--- config.mk ---
export PLATFORM = sky130hd
export DESIGN_NAME = sync_fifo
export DESIGN_NICKNAME = d
export VERILOG_FILES = /design/src/rtl/sync_fifo_pkg.sv /design/src/rtl/sync_fifo_mem.sv /design/src/rtl/sync_fifo.sv
export SDC_FILE = /design/constraint.sdc
export NUM_CORES = 1
export LEC_CHECK = 0
export BUFFER_PORTS_ARGS = -buffer_cell sky130_fd_sc_hd__buf_2
export CORE_MARGIN = 8
export CORE_UTILIZATION = 60
export CTS_CLUSTER_DIAMETER = 80
export DETAILED_ROUTE_END_ITERATION = 10
export MAX_ROUTING_LAYER = met4
export PLACE_DENSITY = 0.8
export SLEW_MARGIN = 40
export SYNTH_ARGS = -nofsm -noshare
export SYNTH_HDL_FRONTEND = slang
export SYNTH_SLANG_ARGS = --single-unit
--- constraint.sdc ---
create_clock -name clk -period 7.07 [get_ports clk]
set_clock_uncertainty 0.1 [all_clocks]
set_input_delay 0.707 -clock clk [delete_from_list [all_inputs] [get_ports clk]]
set_output_delay 0.707 -clock clk [all_outputs]
set_load 0.01 [all_outputs]
--- src/rtl/sync_fifo_pkg.sv ---
// Shared constants and types for the single-clock FIFO and its storage array.
package sync_fifo_pkg;

    localparam string FT_TRUE  = "TRUE";
    localparam string FT_FALSE = "FALSE";

    function automatic int fifo_depth(input int asize);
        return 1 << asize;
    endfunction

    typedef struct packed {
        logic full;
        logic afull;
        logic empty;
        logic aempty;
    } fifo_flags_t;

endpackage

--- src/rtl/sync_fifo_mem.sv ---
// Storage array for sync_fifo: one write port and one read port, either
// fall-through (combinational head word) or registered (updated on pop).
module sync_fifo_mem
    import sync_fifo_pkg::*;
#(
    parameter int    DSIZE       = 8,
    parameter int    ASIZE       = 4,
    parameter string FALLTHROUGH = FT_TRUE
) (
    input  logic             clk,
    input  logic             rst,
    input  logic             we,
    input  logic [ASIZE-1:0] waddr,
    input  logic [DSIZE-1:0] wdata,
    input  logic             re,
    input  logic [ASIZE-1:0] raddr,
    output logic [DSIZE-1:0] rdata
);
    localparam int DEPTH = fifo_depth(ASIZE);

    // Contents are deliberately not reset; occupancy tracking makes stale words invisible.
    logic [DSIZE-1:0] mem_q [DEPTH];

    always_ff @(posedge clk) begin
        if (we) mem_q[waddr] <= wdata;
    end

    generate
        if (FALLTHROUGH == FT_FALSE) begin : g_reg
            logic [DSIZE-1:0] rdata_q;
            always_ff @(posedge clk or posedge rst) begin
                if (rst)     rdata_q <= '0;
                else if (re) rdata_q <= mem_q[raddr];
            end
            assign rdata = rdata_q;
        end else begin : g_ft
            logic unused_ft;
            assign unused_ft = rst | re;
            assign rdata     = mem_q[raddr];
        end
    endgenerate

endmodule

--- src/rtl/sync_fifo.sv ---
// Single-clock FIFO: pointers, fill level and registered flags around sync_fifo_mem.
// Define SYNC_FIFO_ERR_EN to add sticky overflow/underflow outputs.
module sync_fifo
    import sync_fifo_pkg::*;
#(
    parameter int    DSIZE       = 8,
    parameter int    ASIZE       = 4,
    parameter string FALLTHROUGH = FT_TRUE,
    parameter int    AFULL_TH    = 1,
    parameter int    AEMPTY_TH   = 1
) (
    input  logic             clk,
    input  logic             rst,
    input  logic             winc,
    input  logic [DSIZE-1:0] wdata,
    output logic             wfull,
    output logic             awfull,
    input  logic             rinc,
    output logic [DSIZE-1:0] rdata,
    output logic             rempty,
    output logic             arempty,
    output logic [ASIZE:0]   level
`ifdef SYNC_FIFO_ERR_EN
    ,
    output logic             overflow,
    output logic             underflow
`endif
);
    localparam logic [ASIZE:0] DEPTH_W   = (ASIZE+1)'(fifo_depth(ASIZE));
    localparam logic [ASIZE:0] AFULL_W   = (ASIZE+1)'(AFULL_TH);
    localparam logic [ASIZE:0] AEMPTY_W  = (ASIZE+1)'(AEMPTY_TH);

    logic [ASIZE:0] wptr_q, wptr_d, rptr_q, rptr_d, level_q, level_d;
    fifo_flags_t    flags_q, flags_d;
    logic           wr_acc, rd_acc;

    // Acceptance uses the registered flags, so a full FIFO blocks a write even when popped that cycle.
    assign wr_acc = winc & ~flags_q.full;
    assign rd_acc = rinc & ~flags_q.empty;

    always_comb begin
        wptr_d         = wptr_q + {{ASIZE{1'b0}}, wr_acc};
        rptr_d         = rptr_q + {{ASIZE{1'b0}}, rd_acc};
        level_d        = level_q + {{ASIZE{1'b0}}, wr_acc} - {{ASIZE{1'b0}}, rd_acc};
        flags_d.full   = (wptr_d[ASIZE] != rptr_d[ASIZE]) &&
                         (wptr_d[ASIZE-1:0] == rptr_d[ASIZE-1:0]);
        flags_d.empty  = (wptr_d == rptr_d);
        flags_d.afull  = (DEPTH_W - level_d) <= AFULL_W;
        flags_d.aempty = level_d <= AEMPTY_W;
    end

    always_ff @(posedge clk or posedge rst) begin
        if (rst) begin
            wptr_q  <= '0;
            rptr_q  <= '0;
            level_q <= '0;
            flags_q <= '{full: 1'b0, afull: 1'b0, empty: 1'b1, aempty: 1'b1};
        end else begin
            wptr_q  <= wptr_d;
            rptr_q  <= rptr_d;
            level_q <= level_d;
            flags_q <= flags_d;
        end
    end

    assign wfull   = flags_q.full;
    assign awfull  = flags_q.afull;
    assign rempty  = flags_q.empty;
    assign arempty = flags_q.aempty;
    assign level   = level_q;

`ifdef SYNC_FIFO_ERR_EN
    logic ovf_q, udf_q;
    always_ff @(posedge clk or posedge rst) begin
        if (rst) begin
            ovf_q <= 1'b0;
            udf_q <= 1'b0;
        end else begin
            ovf_q <= ovf_q | (winc & flags_q.full);
            udf_q <= udf_q | (rinc & flags_q.empty);
        end
    end
    assign overflow  = ovf_q;
    assign underflow = udf_q;
`endif

    sync_fifo_mem #(
        .DSIZE       (DSIZE),
        .ASIZE       (ASIZE),
        .FALLTHROUGH (FALLTHROUGH)
    ) u_mem (
        .clk   (clk),
        .rst   (rst),
        .we    (wr_acc),
        .waddr (wptr_q[ASIZE-1:0]),
        .wdata (wdata),
        .re    (rd_acc),
        .raddr (rptr_q[ASIZE-1:0]),
        .rdata (rdata)
    );

endmodule

# Word-level counts from Yosys, hierarchy flattened

Memory sizes are Yosys's and may differ from the RTL's.
Index checks and enable logic that the tools add are counted.

Bits in registers: 19
Latch bits: 0
Memory bits (writable): 128
Memory bits (read-only): 0
Input bits: 12
Output and inout bits: 17
Logic and storage cells: 25
Memories kept: 1

Add/sub/neg operators: 5
$mul: 0
Divide/modulo/power cells: 0
Magnitude comparators: 2
Eq/ne operators: 3
Shift-type cells: 0
Mux-type cells: 2
Bitwise operators: 4
Reduce and logical (&&, ||, !) cells: 1

Memories:

| memory      | words | bits a word | read ports | clocked after memory_dff | wr ports | line                | source |
|---|---|---|---|---|---|---|---|
| u_mem.mem_q | 16    | 8           | 1          | 0                        | 1        | sync_fifo_mem.sv:22 | `logic [DSIZE-1:0] mem_q [DEPTH];` |

Operators by type and width:

| cell                  | number |
|---|---|
| $add A5 B1 Y5         | 3 |
| $le A5 B1 Y1 const B  | 2 |
| $eq A5 B5 Y1          | 1 |
| $sub A5 B1 Y5         | 1 |
| $sub A5 B5 Y5 const A | 1 |
| $eq A4 B4 Y1          | 1 |
| $and A1 B1 Y1         | 2 |
| $mux W1               | 2 |
| $not A1 Y1            | 2 |
| $logic_and A1 B1 Y1   | 1 |
| $ne A1 B1 Y1          | 1 |

# Longest topological paths before layout

Gate-level depths: netlist of the first run.

Depth in word-level cells: 6
Depth in mapped cells: 12
Depth with buffers taken out: 12

# Hierarchy

A second synthesis of the first run with hierarchy kept.

Cells, all modules: 308
Area, all modules: 6003.3 um^2

By module, submodules not included:

| module        | instances | cells each | area each (um^2) | sequential area each (um^2) |
|---|---|---|---|---|
| sync_fifo_mem | 1         | 221        | 4987.3           | 3843.7 |
| sync_fifo     | 1         | 87         | 1016.0           | 478.0 |

# Least setup slack after synthesis of the first run

Ideal clock, no wire load.

Path type: input port to flip-flop
Start point: in rinc
End point: reg flags_q, in the netlist awfull
Library setup time: 67 ps
Data arrival time: 2772 ps
Required time: 6903 ps
Slack: 4130 ps
Cell stages on the path: 11
Buffers on the path: 0
Path through: nor2b_1 ha_1 inv_1 ha_1 inv_1 fa_1 ha_1 a21oi_1 or3_1 a21oi_1 a32o_1

RTL lines:

| what                 | line            | source |
|---|---|---|
| from (decl)          | sync_fifo.sv:18 | `input logic rinc,` |
| to (signal assigned) | sync_fifo.sv:57 | `flags_q <= '{full: 1'b0, afull: 1'b0, empty: 1'b1, aempty: 1'b1};` |
| to (signal assigned) | sync_fifo.sv:62 | `flags_q <= flags_d;` |
| to (decl)            | sync_fifo.sv:34 | `fifo_flags_t flags_q, flags_d;` |

# Final worst setup path of the first run

Start point: reg rptr_q[0]
End point: out rdata[7]

Word-level cells in the longest chain between the ends: 1

RTL lines:

| what                   | line            | source |
|---|---|---|
| from (decl)            | sync_fifo.sv:33 | `logic [ASIZE:0] wptr_q, wptr_d, rptr_q, rptr_d, level_q, level_d;` |
| from (signal assigned) | sync_fifo.sv:60 | `rptr_q <= rptr_d;` |
| $mem_v2 Z16 W8         | -               |  |
| to (decl)              | sync_fifo.sv:19 | `output logic [DSIZE-1:0] rdata,` |

Every way passes these cells.

==> impl_metrics.py, run 1 <==
metrics = {
    "sta": {
        "fin_hold_ws_ns": 0.0889,
        "rsz0062_at_grt": "no",
        "layout_setup_ws_ns": 3.59,
        "setup_violations": 0,
        "slew_headroom_pct": 47.7,
        "fmax_mhz": 287,
        "period_minus_slack_ns": 3.48,
        "hold_viol": 0,
        "tightest_slew_ns": 0.785,
        "finalSetupTns_ns": 0,
        "report.final.slew_viol_count": 0,
        "timing.final.crit_share_pct": 49.2,
    },
    "yosys": {
        "synth_top_area_share_pct": 64.1,
        "seq_area_frac_synth_pct": 72.0,
        "synth_edf_count": 128,
        "yosys.area.top_type": "edfxtp_1",
        "synthTopCellsByArea": "edfxtp_1 (64%), mux4_1 (11%), dfrtp_1 (7.1%)",
        "postSynth.asyncResetShare_pct": 12.9,
        "ys_types": 28,
        "synth.avg_cell_area_um2": 20.8,
        "synth_adder_area_share_pct": 2.84,
        "synth_xor_area_share_pct": 2.19,
        "synthFlopType": "edfxtp_1",
        "syn_area_um2": 6000,
        "ys_ff_latch": 147,
        "synth_top_family_by_area": "multiplexers",
        "synthSimpleGateAreaFrac_pct": 3.44,
        "synthMuxAreaShare_pct": 16.5,
        "synth_nets": 313,
        "yosys_warnings": 0,
        "synth-compound-area-share_pct": 0.709,
        "syn_inst": 288,
    },
    "grt": {
        "grt_antenna_before_repair": 0,
        "grt.total_usage_pct": 19.8,
        "grt_pass1_wl_um": 17800,
        "grt_pass1_vias": 3099,
        "grt-ovfl-total": 0,
        "grt_max_degree": 34,
    },
    "setup_path": {
        "crit_path_max_fanout": 33,
        "critPathLaunchType": "register",
        "path_class": "reg2out",
        "worstPathArrival_ns": 2.67,
        "r2r_cells": 11,
        "required_ns": 6.26,
        "end_kind": "output port",
    },
    "cts": {
        "root_buffer": "clkbuf_8",
        "post_cts_resized": 0,
        "cts_tree": "built",
        "postCtsSetupBuffers": 0,
        "clock_sinks": 147,
        "h-tree-depth": 4,
        "clockBufferDepth": 2,
        "path_clk_slew_ns": 0.06,
        "numCtsBuffers": 17,
        "cts_hold_buf": 0,
        "clk_latency_ns": 0.53,
    },
    "pwr": {
        "switchingPower_w": 0.000949,
        "switching_share_pct": 31.9,
        "power_frac_comb_pct": 31.1,
        "clockPowerShare_pct": 27.2,
        "power_report.internal_total_w": 0.00203,
        "power_density_nw_per_um2": 436,
        "leakage_nw": 2.44,
        "seqPwrFrac_pct": 41.7,
        "peakVddDrop_uv": 329,
    },
    "layout": {
        "fillers": 587,
        "final_cells": 473,
        "area_delta_synth_final_pct": 13.9,
        "n_antenna_cell": 0,
        "layout.area.seq_um2": 4330,
        "multiInputGateArea_um2": 1590,
        "fin_nets": 354,
        "drive_gt1_share_pct": 27.1,
    },
    "detailed_routing": {
        "met1_length_um": 4510,
        "drtPass1Iterations": 4,
        "drtIter0Drc": 239,
        "dr_wl_met3_um": 819,
        "routed-via-count": 2872,
        "postRouteAntennaNets": 0,
        "drt_drc_violations_left": 0,
        "routed-wl-met2_um": 6070,
        "via_per_inst": 6.07,
        "wl_um": 11600,
        "highest_layer": "met4",
        "wl_per_cell_um": 24.5,
    },
    "floorplanning": {
        "fp.dieW_um": 116,
        "ios": 29,
        "placeableCoreArea_um2": 9730,
        "die_h_um": 116,
        "die_area_um2": 13500,
        "rows": 36,
        "start_util_pct": 61.7,
    },
    "worst_hold_path": {
        "hp-class": "in2async",
    },
    "outcome": {
        "status": "finished, final reports clean",
    },
    "job": {
        "maxCapViolations": 0,
    },
    "placement": {
        "placed_cells": 443,
        "dpl.hpwl_um": 6910,
        "port_buffers": 28,
        "gp_congestion": 0.743,
        "place_ws_ns": 3.85,
    },
}
worst max-delay path, stage by stage, from the launching register on:
cell	delay, ns
dfrtp_4	0.81
mux4_1	0.66
mux4_2	0.51
buf_2	0.17
metal layers:
metal / track usage [%] / vias to the layer above
li1: - / 1248
met1: 23.0 / 1500
met2: 31.8 / 104
met3: 5.26 / 20
met4: 8.90 / 0
met5: - / -
cell type report:
cell class / count / share of cell area (%)
Sequential cell: 147 / 63.3
Clock inverter: 12 / 1.72
Timing Repair Buffer: 32 / 2.49
Inverter: 13 / 0.714
Clock buffer: 18 / 6.11
Tap cell: 133 / 2.44
Multi-Input combinational cell: 118 / 23.2
placed cells by master (no fill, tap or decap), types with 3 or more instances in the layout:
master       n
nand3_1      5
or3_1        3
ha_1        12
nor2_2      12
dfrtp_1     16
xnor2_1      4
nor3_1       3
clkinv_2     5
xor2_1      11
nand2b_1     4
buf_2       28
nor2_1       6
nand2_1      3
mux4_1      24
mux4_2      16
nor2b_1      3
clkbuf_16   16
edfxtp_1   128
a21oi_1      4
clkinv_1     3
inv_1       12
buf_4        4
path summary, 6_finish.rpt:
| path | from | to | slack [ns] |
|---|---|---|---|
| min | rst | rptr_q[0] | 0.09 |
| max | rptr_q[0] | rdata[7] | 3.59 |
| max in group asynchronous | rst | rptr_q[0] | 6.41 |
| min in group clk | rptr_q[4] | rptr_q[4] | 0.41 |
| min reg2reg | rptr_q[4] | rptr_q[4] | 0.41 |
| max reg2reg | wfull | awfull | 4.18 |
cell families (layout without fill, tap and decap cells):
family,count (synthesis),after routing
fa+ha+maj,13,13
mux,40,40
simple gates,43,43
xor+xnor,15,15
compound gates,7,7
buf+inv,23,75
flops,147,147
power by group through the flow:
stage	Combinational [W]	Sequential [W]	Clock (W)
after floorplan	0.000751	0.00116	0
after global placement	0.000873	0.00125	0
after detailed placement	0.000916	0.00126	0
after CTS	0.000939	0.00124	0.000818
after global routing	0.00101	0.00127	0.000859
final	0.000926	0.00124	0.000811
cell usage after synthesis (4+ instances only):
master / number
mux4_1: 24
xor2_1: 11
nor2_1: 18
inv_1: 13
edfxtp_1: 128
ha_1: 12
nand3_1: 5
a21oi_1: 4
clkbuf_1: 4
dfrtp_1: 17
mux4_2: 16
xnor2_1: 4
nor3_1: 5
nand2b_1: 4
sequential cells by signal, summed over array words and instances, names as in the netlist:
name         cells
rptr_q           5
arempty          1
rempty           1
wptr_q           5
awfull           1
u_mem.mem_q    128
wfull            1
level            5
per-stage QoR:
step / utilization, % / instance area [um2] / total power, W
6_report: 70.2 / 6830 / 0.00298
5_1_grt: 70.2 / 6830 / 0.00314
4_1_cts: 70.2 / 6830 / 0.00300
3_5_place_dp: 64.7 / 6290 / 0.00218
2_1_floorplan: - / 6000 / 0.00191
3_3_place_gp: 64.3 / 6250 / 0.00212
No activity file was read; power rests on OpenSTA's default activity.
==> run 2, diff against run 1 <==
ABC_AREA = 1   (was default)
CORE_UTILIZATION = 55   (was 60)
PLACE_DENSITY = 0.77   (was 0.8)
clock period = 3.1 ns   (was 7.07 ns; I/O delays follow)
==> run 2 against run 1 <==
  * Clock power rose to 2.7 times the previous value
  * Design area up 7.7%
  * First-iteration DRC count up 100%
==> impl_metrics.py, run 2 <==
metrics = {
    "layout": {
        "top_register": "u_mem.mem_q",
        "fillers": 855,
        "largest_reg_flops": 128,
        "final_cell_mix": "edfxtp_1 (128), inv_1 (91), nand2_1 (75)",
        "multiInputGateArea_um2": 1660,
        "fin_nets": 621,
        "final_cells": 752,
        "n_antenna_cell": 0,
        "layout.area.seq_um2": 4330,
        "drive_gt1_share_pct": 12.2,
        "mostFrequentLayoutCell": "edfxtp_1",
        "area_delta_synth_final_pct": 13.6,
    },
    "detailed_routing": {
        "wl_um": 13100,
        "drtPass1Iterations": 5,
        "drt_drc_violations_left": 0,
        "via_per_inst": 5.58,
        "routed-via-count": 4195,
        "wl_per_cell_um": 17.4,
        "postRouteAntennaNets": 0,
        "drtIter0Drc": 478,
    },
    "sta": {
        "period_minus_slack_ns": 2.76,
        "report.final.slew_viol_count": 0,
        "finalSetupTns_ns": 0,
        "slew_headroom_pct": 45.4,
        "setup_violations": 0,
        "tightest_slew_ns": 0.816,
        "timing.final.crit_share_pct": 89.1,
        "hold_viol": 0,
        "rsz0062_at_grt": "no",
        "layout_setup_ws_ns": 0.338,
        "fmax_mhz": 362,
    },
    "setup_path": {
        "slowest_delay_ns": 0.84,
        "r2r_cells": 15,
        "path_cells": "buf_4 -> o211ai_1 -> nand3_1 -> nand3_1 -> nand2_1 -> buf_2",
        "crit_path_start": "rptr_q[1]",
        "slowest_stage": "dfrtp_2",
        "path_class": "reg2out",
        "critPathLaunchType": "register",
        "timing.rr.end": "awfull",
        "crit_end": "rdata[6]",
        "worstPathArrival_ns": 2.35,
        "reg2reg_slack_ns": 0.41,
        "end_kind": "output port",
        "crit_top_cell": "nand3_1",
        "required_ns": 2.69,
        "crit_path_max_fanout": 38,
        "r2r_start": "wfull",
    },
    "grt": {
        "grt_pass1_vias": 4113,
        "grt_pass1_wl_um": 20800,
        "grt.total_usage_pct": 17.7,
        "grt_antenna_before_repair": 0,
        "grt_max_degree": 58,
        "grt-ovfl-total": 0,
    },
    "placement": {
        "dpl.hpwl_um": 8400,
        "place_ws_ns": 0.406,
        "port_buffers": 28,
        "gp_congestion": 0.889,
        "placed_cells": 719,
    },
    "yosys": {
        "synthFlopType": "edfxtp_1",
        "ys_types": 26,
        "seq_area_frac_synth_pct": 66.8,
        "synth_edf_count": 128,
        "yosys_warnings": 0,
        "syn_inst": 568,
        "ys_ff_latch": 147,
        "synth.avg_cell_area_um2": 11.4,
        "ys_top_cells_by_count": "edfxtp_1 (128), inv_1 (92), nand2_1 (75)",
        "postSynth.asyncResetShare_pct": 12.9,
        "synthTopCellsByArea": "edfxtp_1 (59%), dfrtp_1 (6.6%), inv_1 (5.3%)",
        "yosys.area.top_type": "edfxtp_1",
        "synth_nets": 593,
        "yosysMostFrequentCell": "edfxtp_1",
        "synth_top_area_share_pct": 59.4,
        "syn_area_um2": 6470,
    },
    "cts": {
        "clk_latency_ns": 0.42,
        "clockBufferDepth": 2,
        "path_clk_slew_ns": 0.06,
        "h-tree-depth": 4,
        "numCtsBuffers": 17,
        "cts_tree": "built",
        "postCtsSetupBuffers": 0,
        "root_buffer": "clkbuf_16",
        "clock_sinks": 147,
    },
    "pwr": {
        "peakVddDrop_uv": 787,
        "p_total_w": 0.00787,
        "leakage_nw": 2.94,
        "power_density_nw_per_um2": 1070,
    },
    "outcome": {
        "status": "finished, final reports clean",
    },
    "floorplanning": {
        "rows": 39,
        "ios": 29,
        "die_area_um2": 15500,
        "die_h_um": 124,
        "start_util_pct": 56.5,
        "placeableCoreArea_um2": 11500,
        "fp.dieW_um": 124,
    },
    "job": {
        "maxCapViolations": 0,
    },
    "worst_hold_path": {
        "hp-class": "in2reg",
    },
}
run 2: changes by cell type in the layout (fill, tap and decap cells not counted), moves of 16 or more:
cell and delta:
a21oi_1 +32, nand3_1 +60, mux4_2 -16, mux4_1 -24, o21ai_0 +31, inv_1 +79, nand2_1 +72, o211ai_1 +32
nor2_1 +19
run 2: kinds of logic (layout without fill, tap and decap cells):
kind of cell | after synthesis | count (layout) | synth area share (%)
simple gates | 177 | 177 | 12.2
flops | 147 | 147 | 66.8
buf+inv | 118 | 159 | 7.77
compound gates | 101 | 101 | 9.06
fa+ha+maj | 13 | 13 | 2.63
xor+xnor | 12 | 12 | 1.62
run 2: routing by layer:
layer | track usage [%] | wire length (um) | up-vias
met4 | 8.43 | 263 | 0
li1 | - | - | 2006
met2 | 28.1 | 6450 | 189
met1 | 21.2 | 5460 | 1975
met5 | - | 0 | -
met3 | 3.70 | 908 | 25
run 2: worst min path at each step:
stage,start,endpoint,slack (ns),depth (start not counted)
2_1_floorplan,rst,awfull,0.16,1
3_3_place_gp,rst,rptr_q[4],0.36,2
3_5_place_dp,rst,rptr_q[4],0.37,2
4_1_cts,wdata[6],u_mem.mem_q[13][6],0.19,1
5_1_grt,wdata[6],u_mem.mem_q[8][6],0.20,1
6_report,wdata[3],u_mem.mem_q[1][3],0.20,1
run 2: final cells by class:
class / instances / share of cell area, %
clock buffer: 19 / 5.88
clock inverter: 13 / 2.89
inverter: 93 / 4.74
multi-input combinational: 303 / 22.5
sequential: 147 / 58.8
tap: 143 / 2.43
timing repair buffer: 34 / 2.72
run 2: worst max-delay path: cells and delay by family (launching register included):
kind	cells	cell delay, ns
AO/OA/AOI/OAI	1	0.16
buffers and inverters	2	0.58
AND/OR/NAND/NOR	3	0.35
flip-flops	1	0.84
run 2: stage by stage:
step                      hold WS [ns]  util [%]  cell area [um2]
after global routing             0.201      64.2             7360
after CTS                        0.186      64.1             7350
final                            0.197      64.2             7360
after floorplan                  0.160         -             6470
after detailed placement         0.366      58.4             6700
after global placement           0.361      58.4             6690
run 2: timing repair:
action / CTS / global route
hold buffers: 1 / 0
hold endpoints to repair: 17 / 0
resized for setup: 0 / 0
endpoints found under the setup margin: 0 / 0
run 2: report_power, final:
part	internal (W)	switching, W	total, W
sequential	0.00248	0.000341	0.00282
combinational	0.00100	0.00182	0.00282
clock	0.00149	0.000740	0.00223
